--- src/rtl/ps2_scancode_rx.sv ---
// PS/2 keyboard receiver: deglitched clock, frame FSM, E0/F0 prefix decode.
// Define PS2_RX_TIMEOUT_EN to abort stalled partial frames after TIMEOUT_CYCLES.
module ps2_scancode_rx #(
    parameter int FILTER_LEN     = 8,
    parameter int TIMEOUT_CYCLES = 7000
) (
    input  logic       clk,
    input  logic       rst,
    input  logic       clkps2,
    input  logic       dataps2,
    output logic [7:0] scancode,
    output logic       extended,
    output logic       released,
    output logic       kbd_event,
    output logic       parity_error,
    output logic       frame_error
);

    typedef enum logic [1:0] {IDLE, DATA, PARITY, STOP} state_t;

    logic                  clk_s1, clk_s2;
    logic                  dat_s1, dat_s2;
    logic [FILTER_LEN-1:0] filt_sr;
    logic                  filt_lvl;
    logic                  fall;

    state_t     state_q, state_d;
    logic [2:0] cnt_q, cnt_d;
    logic [7:0] sh_q, sh_d;
    logic       par_q, par_d;
    logic       ext_q, ext_d;
    logic       rel_q, rel_d;
    logic [7:0] code_d;
    logic       extd_d, reld_d;
    logic       ev_d, pe_d, fe_d;

    always_ff @(posedge clk or posedge rst) begin
        if (rst) begin
            clk_s1   <= 1'b1;
            clk_s2   <= 1'b1;
            dat_s1   <= 1'b1;
            dat_s2   <= 1'b1;
            filt_sr  <= '1;
            filt_lvl <= 1'b1;
        end else begin
            clk_s1  <= clkps2;
            clk_s2  <= clk_s1;
            dat_s1  <= dataps2;
            dat_s2  <= dat_s1;
            filt_sr <= {filt_sr[FILTER_LEN-2:0], clk_s2};
            if (&filt_sr)
                filt_lvl <= 1'b1;
            else if (~|filt_sr)
                filt_lvl <= 1'b0;
        end
    end

    // Fall is flagged in the cycle the filter first reads all-zero.
    assign fall = filt_lvl & ~|filt_sr;

`ifdef PS2_RX_TIMEOUT_EN
    localparam int TW = $clog2(TIMEOUT_CYCLES + 1);

    logic [TW-1:0] tmo_q;
    logic          tmo_hit;

    always_ff @(posedge clk or posedge rst) begin
        if (rst)
            tmo_q <= '0;
        else if (fall || state_q == IDLE)
            tmo_q <= '0;
        else
            tmo_q <= tmo_q + 1'b1;
    end

    assign tmo_hit = (state_q != IDLE) && !fall &&
                     (tmo_q == TW'(TIMEOUT_CYCLES - 1));
`endif

    always_comb begin
        state_d = state_q;
        cnt_d   = cnt_q;
        sh_d    = sh_q;
        par_d   = par_q;
        ext_d   = ext_q;
        rel_d   = rel_q;
        code_d  = scancode;
        extd_d  = extended;
        reld_d  = released;
        ev_d    = 1'b0;
        pe_d    = 1'b0;
        fe_d    = 1'b0;
        if (fall) begin
            unique case (state_q)
                IDLE: begin
                    if (!dat_s2) begin
                        state_d = DATA;
                        cnt_d   = 3'd0;
                    end
                end
                DATA: begin
                    sh_d = {dat_s2, sh_q[7:1]};
                    if (cnt_q == 3'd7)
                        state_d = PARITY;
                    else
                        cnt_d = cnt_q + 3'd1;
                end
                PARITY: begin
                    par_d   = dat_s2;
                    state_d = STOP;
                end
                STOP: begin
                    state_d = IDLE;
                    if (!dat_s2) begin
                        fe_d  = 1'b1;
                        ext_d = 1'b0;
                        rel_d = 1'b0;
                    end else if (!(^{sh_q, par_q})) begin
                        pe_d  = 1'b1;
                        ext_d = 1'b0;
                        rel_d = 1'b0;
                    end else if (sh_q == 8'hE0) begin
                        ext_d = 1'b1;
                    end else if (sh_q == 8'hF0) begin
                        rel_d = 1'b1;
                    end else begin
                        code_d = sh_q;
                        extd_d = ext_q;
                        reld_d = rel_q;
                        ev_d   = 1'b1;
                        ext_d  = 1'b0;
                        rel_d  = 1'b0;
                    end
                end
            endcase
        end
`ifdef PS2_RX_TIMEOUT_EN
        else if (tmo_hit) begin
            state_d = IDLE;
            fe_d    = 1'b1;
            ext_d   = 1'b0;
            rel_d   = 1'b0;
        end
`endif
    end

    always_ff @(posedge clk or posedge rst) begin
        if (rst) begin
            state_q      <= IDLE;
            cnt_q        <= 3'd0;
            sh_q         <= 8'h00;
            par_q        <= 1'b0;
            ext_q        <= 1'b0;
            rel_q        <= 1'b0;
            scancode     <= 8'h00;
            extended     <= 1'b0;
            released     <= 1'b0;
            kbd_event    <= 1'b0;
            parity_error <= 1'b0;
            frame_error  <= 1'b0;
        end else begin
            state_q      <= state_d;
            cnt_q        <= cnt_d;
            sh_q         <= sh_d;
            par_q        <= par_d;
            ext_q        <= ext_d;
            rel_q        <= rel_d;
            scancode     <= code_d;
            extended     <= extd_d;
            released     <= reld_d;
            kbd_event    <= ev_d;
            parity_error <= pe_d;
            frame_error  <= fe_d;
        end
    end

endmodule

--- config.mk ---
export PLATFORM = sky130hd
export DESIGN_NAME = ps2_scancode_rx
export DESIGN_NICKNAME = d
export VERILOG_FILES = /design/src/rtl/ps2_scancode_rx.sv
export SDC_FILE = /design/constraint.sdc
export NUM_CORES = 1
export LEC_CHECK = 0
export BUFFER_PORTS_ARGS = -buffer_cell sky130_fd_sc_hd__buf_2
export CAP_MARGIN = 10
export CORE_MARGIN = 1
export CORE_UTILIZATION = 35
export DETAILED_ROUTE_END_ITERATION = 10
export MAX_ROUTING_LAYER = met4
export PLACE_DENSITY = 0.52
export SLEW_MARGIN = 10
export SYNTH_ARGS = -nofsm -noshare
export SYNTH_HDL_FRONTEND = slang
export SYNTH_SLANG_ARGS = --single-unit
--- constraint.sdc ---
create_clock -name clk -period 3.2 [get_ports clk]
set_clock_uncertainty 0.1 [all_clocks]
set_input_delay 0.64 -clock clk [delete_from_list [all_inputs] [get_ports clk]]
set_output_delay 0.64 -clock clk [all_outputs]
set_load 0.02 [all_outputs]
---- Word level (Yosys, flattened, before mapping) ----
Cells that the tools add are included.
word-level totals
  logic and storage cells ................. 76
  output and inout bits ................... 13
  register bits after elaboration ......... 42
  input bits .............................. 4
cells by class
  equal/unequal tests ..................... 12
  reductions and logical operators ........ 13
  add/sub/neg operators ................... 1
  mux-type cells .......................... 29
  bitwise operators ....................... 3
operator list
  kind                                                                    number
  1-bit two-way mux                                                       23
  8-bit equality test (second input constant)                             2
  3-bit AND reduction                                                     3
  9-bit XOR reduction                                                     1
  2-bit inequality test (second input constant)                           4
  2-bit case mux with 4 select lines                                      1
  8-bit AND reduction                                                     1
  8-bit OR reduction                                                      1
  3-bit two-way mux                                                       2
  3-bit case mux with 2 select lines                                      1
  6-bit AND reduction                                                     1
  2-bit equality test (second input constant)                             2
  2-bit two-way mux                                                       2
  4-bit inequality test (second input constant)                           1
  2-bit AND reduction                                                     2
  4-bit AND reduction                                                     1
  3-bit by 1-bit adder with 3-bit output (second input constant)          1
  3-bit equality test (second input constant)                             1
  3-bit inequality test (second input constant)                           1
  2-bit by 1-bit equality test with 1-bit output (second input constant)  1
  2-bit logical NOT                                                       1
  1-bit NOT                                                               2
  2-bit nonzero test                                                      1
  1-bit bitwise AND                                                       1
  1-bit logical NOT                                                       1

---- Longest topological paths before layout ----
  word-level depth ........................ 7
  depth in mapped cells ................... 7
  mapped depth without buffers ............ 7

---- Worst setup path after synthesis ----
OpenSTA, ideal clock, no wires.
  path type ............................... register to register
  from .................................... register filt_sr[5]
  to ...................................... register extended
  path buffers ............................ 1
  data arrival time ....................... 2.021 ns
  required time ........................... 2.975 ns
  library setup time ...................... 0.125 ns
  path slack .............................. 0.954 ns
  cell stages (with the launch flop) ...... 7
  clock period less this slack ............ 2.246 ns
  path through ............................ dfstp_2 > or4_4 > nor3_2 > nand2_1 > or3b_1 > buf_6 > mux2_4
between the ends
  word-level cells in the longest chain between the ends .. 4
ends and longest elaborated chain
  what                                  RTL line  text
  start: declaration                    23        logic [FILTER_LEN-1:0] filt_sr;
  start signal: assignment              50        filt_sr <= {filt_sr[FILTER_LEN-2:0], clk_s2};
  8-bit OR reduction                    59        assign fall = filt_lvl & ~|filt_sr;
  1-bit logical NOT                     59
  1-bit bitwise AND                     59
  6-bit AND reduction (no source line)  -
  end signal: assignment                169       extended <= extd_d;
  end: declaration                      12        output logic extended,
No other way between the ends.
A chain may end at the register's enable or synchronous reset.

---- Worst setup path after layout ----
  from .................................... register sh_q[4]
  to ...................................... register scancode[1]
between the ends
  word-level cells in the longest chain between the ends .. 3
  elaborated cells between the ends (all ways) .. 6
  those cells by class .................... 2 x eq/ne; 2 x bitwise; 2 x reduce/logical
ends and longest elaborated chain
  what                                           RTL line  text
  start: declaration                             29        logic [7:0] sh_q, sh_d;
  start signal: assignment                       151       sh_q <= 8'h00;
  start signal: assignment                       164       sh_q <= sh_d;
  8-bit equality test, on equally long branches  124, 122
  1-bit NOT (no source line)                     -
  6-bit AND reduction (no source line) (*)       -
  end signal: assignment                         168       scancode <= code_d;
  end: declaration                               11        output logic [7:0] scancode,
Every way passes the cells marked *; elsewhere a longest branch is shown, timed or not.

==> metrics list <==
- Vias in the first global route: 1014
- Total DRC errors in the routed layout: 0
- Input/output buffers: 16
* Final setup violation count: 0
- Tightest Pin Transition: between 600 and 700 ps
- WL/cell: ~13 um
* Iteration count of the initial detailed-routing pass: 3
- Number of distinct library cell variants in the gate-level netlist after synthesis: 29
* Cell with the largest stage delay on the worst path: or3b_1
- The number of antenna diodes in the final layout is 0.
- The mapped netlist covers around 0.0017 mm^2.
* Biggest cell delay along the critical path: 650 ps
* Via Count: between 900 and 1k
- For this configuration, the core starts out at a cell density of a little under two fifths.
- Instance count on the critical path: 5
* Slew headroom: a little under three fifths
- Using the TritonRoute via totals, the vias-per-cell ratio works out to 4.60.
- Worst setup path startpoint: sh_q[4]
* Gates resized, CTS repair: 0
- Crit. End Element: register
* Crit-path leading delay family: XOR/XNOR gates
- The number of nets in the synthesized netlist is 130.
* Worst Path Class, Setup: reg -> reg
* Number of enable-type register cells in the synthesized netlist: 0
- The run finished with clean final reports.
- Worst r2r src: sh_q[4]
- The cell that appears most often on the critical path is xnor2_1.
- For the final routed database, the setup TNS stands at 0 ps.
- Most common cell in the synthesized netlist: dfrtp_1
* Max Clk Rate: 378 MHz
- Max clock buf depth: 2
- The synthesized design devotes to its leading area cell type about two fifths of total area.
* Largest net degree at the start of global routing: between 40 and 50
- First DRT Iteration DRCs: between 60 and 70
- Number of warnings reported in the yosys synthesis log: 0
- Antenna violations before repair: 0
- The worst path in the final design needs a cycle of between 2000 and 3000 ps, including I/O delays and setup.
- VDD sags by at most approximately 280 uV.
- Buffer count from post-CTS setup fixing: 0
- For this run, asynchronously set or reset flops after synthesis account for 100%.
* Sum of net half-perimeters after detailed placement: 1970 um
* Die boundary height: approximately 73 um
* Worst path cell trace: xnor2_1, xnor3_1, xnor2_1, or3b_1, mux2_4
- The critical path contains buffers and inverters numbering 0 combined.
* Cell Pwr Density: between 400 and 500 mW/mm^2
- IO Count: 17
- Counting flops and latches in the post-synthesis netlist gives 42.
- Antenna viol nets, final: 0
- Startpoint Class: register
* Deepest level of the CTS H-tree: 2
- CTS sink cnt: 42
* Final count of pins violating max slew: 0
* Standard cell core area: roughly 0.0048 mm^2
- Buffers inserted to repair hold after CTS numbered 0.
- The congestion estimate from routability-driven global placement came to 0.718.
* Dominant cell type by area after synthesis: dfrtp_1
- Row cnt: 25
- The routed design has 2740 um of wire.
* Commonest register cell after synthesis: dfrtp_1
* Post-CTS clock slew at the launch and capture registers of the worst setup and hold paths: 80 ps
- From left edge to right edge, the die measures a little over 70 um.
* Total power: 954 uW
- Global routing consumed, over all layers together, 12.6% of the routing resources.
* Setup repair after global routing missed its margin: false
- The count of final hold-check violations is 0.
* Required time of the worst setup path: 3280 ps
- The first global-routing pass estimated between 4000 and 5000 um of wire.
- For the worst setup path, the data arrival time is around 2700 ps.
- The number of clock buffers added by TritonCTS is 5.
- Along the worst path, the maximum fanout reaches 10.
- The root buffer cell chosen for the clock tree is clkbuf_8.
- For this run, the register share of the synthesized area comes to slightly above 60%.
- Global route total overflow: 0
- Clock latency on the worst-skew pair, taken at its later pin, is 290 ps.
- Relative to the synthesized area, the layout overhead comes to 15.3%.
- Cell types with the highest counts after synthesis: dfrtp_1 (29), dfstp_2 (13), mux2_4 (10), mux2_2 (9)
* Startpoint of the most critical hold path: dat_s1
- Of the available clock period, the critical path in the final layout requires just over 80%.
* Reported leakage power: between 1 and 1.5 nW
* # Max-Cap Violations: 0
- CTS tree: built
* Synth Instances: about 120
- The path class of the tightest hold or removal check is reg -> reg.
- The worst hold path was traced through 0 stages.
* Nets: around 150
* Share of final-layout standard cells stronger than drive strength 1: 42.7%
- Die area: approximately 0.0053 mm^2
- Mean post-synth cell area: 14.7 um^2
* Top cells by area, synth: dfrtp_1 (42%), dfstp_2 (20%), mux2_4 (8.6%)
- Path depth of the worst reg2reg path: 5
- Core Util, Final: between 40% and 50%
## logic make-up (layout without fill, tap and decap cells)
logic type | Yosys count | after routing | share of synthesized area [%]
flip-flops | 42 | 42 | 61.2
XOR/XNOR | 7 | 7 | 4.30
AO/OA/AOI/OAI | 11 | 11 | 4.16
multiplexers | 19 | 19 | 14.4
AND/OR/NAND/NOR | 28 | 28 | 9.40
adder cells (fa/ha/maj) | 7 | 7 | 5.02
buffers and inverters | 5 | 29 | 1.51
## sequential cells by signal, indices dropped and copies added (netlist names)
signal,flops
filt_lvl,1
dat_s1,1
extended,1
par_q,1
ext_q,1
scancode,8
parity_error,1
filt_sr,8
kbd_event,1
rel_q,1
released,1
frame_error,1
clk_s1,1
sh_q,8
state_q,2
clk_s2,1
cnt_q,3
dat_s2,1
## cell type report
| class | count | area, um^2 |
|---|---|---|
| Inverter | 4 | 15.0 |
| Clock inverter | 2 | 12.5 |
| Multi-Input combinational cell | 72 | 651 |
| Timing Repair Buffer | 17 | 87.6 |
| Fill cell | 448 | 2740 |
| Sequential cell | 42 | 1070 |
| Tap cell | 67 | 83.8 |
| Clock buffer | 6 | 93.8 |
## routing by layer
metal | vias to the layer above | global-route usage [%] | part of all wire, %
met4 | 0 | 5.88 | 1.9
li1 | 463 | - | -
met5 | - | - | 0
met2 | 17 | 19.8 | 47
met3 | 5 | 3.73 | 3.3
met1 | 480 | 14.9 | 48
## stage by stage
step	hold WS (ps)	area (um^2)	setup WS, ps	cells
2_1_floorplan	245	1740	954	119
3_3_place_gp	248	1900	654	202
3_5_place_dp	247	1900	553	202
4_1_cts	260	2010	549	210
5_1_grt	267	2010	479	210
6_report	259	2010	555	210
## where the power goes
part           internal, mW  switching, mW
Clock                 0.202          0.180
Sequential            0.547        0.00671
Combinational       0.00513         0.0135
Total                 0.754          0.200
## worst paths after layout
kind / end / slack (ps)
worst min register to register: dat_s2 / 260
worst min-delay path: dat_s2 / 260
max in group asynchronous: filt_sr[0] / 2270
worst max register to register: scancode[1] / 550
worst max-delay path: scancode[1] / 550
min in group asynchronous: released / 360
## placed cells by master (no fill, tap or decap), types with 2 or more instances in the layout
cell type  count
dfrtp_1       29
buf_2         16
dfstp_2       13
mux2_4        10
mux2_2         9
nand2_1        7
ha_1           7
xnor2_1        5
o21ai_0        5
nor2_1         5
clkbuf_8       5
inv_1          4
nor2b_1        3
or4_4          2
nand3_1        2
nand4_1        2
a32o_1         2
inv_4          2
No activity file was read; power rests on OpenSTA's default activity.
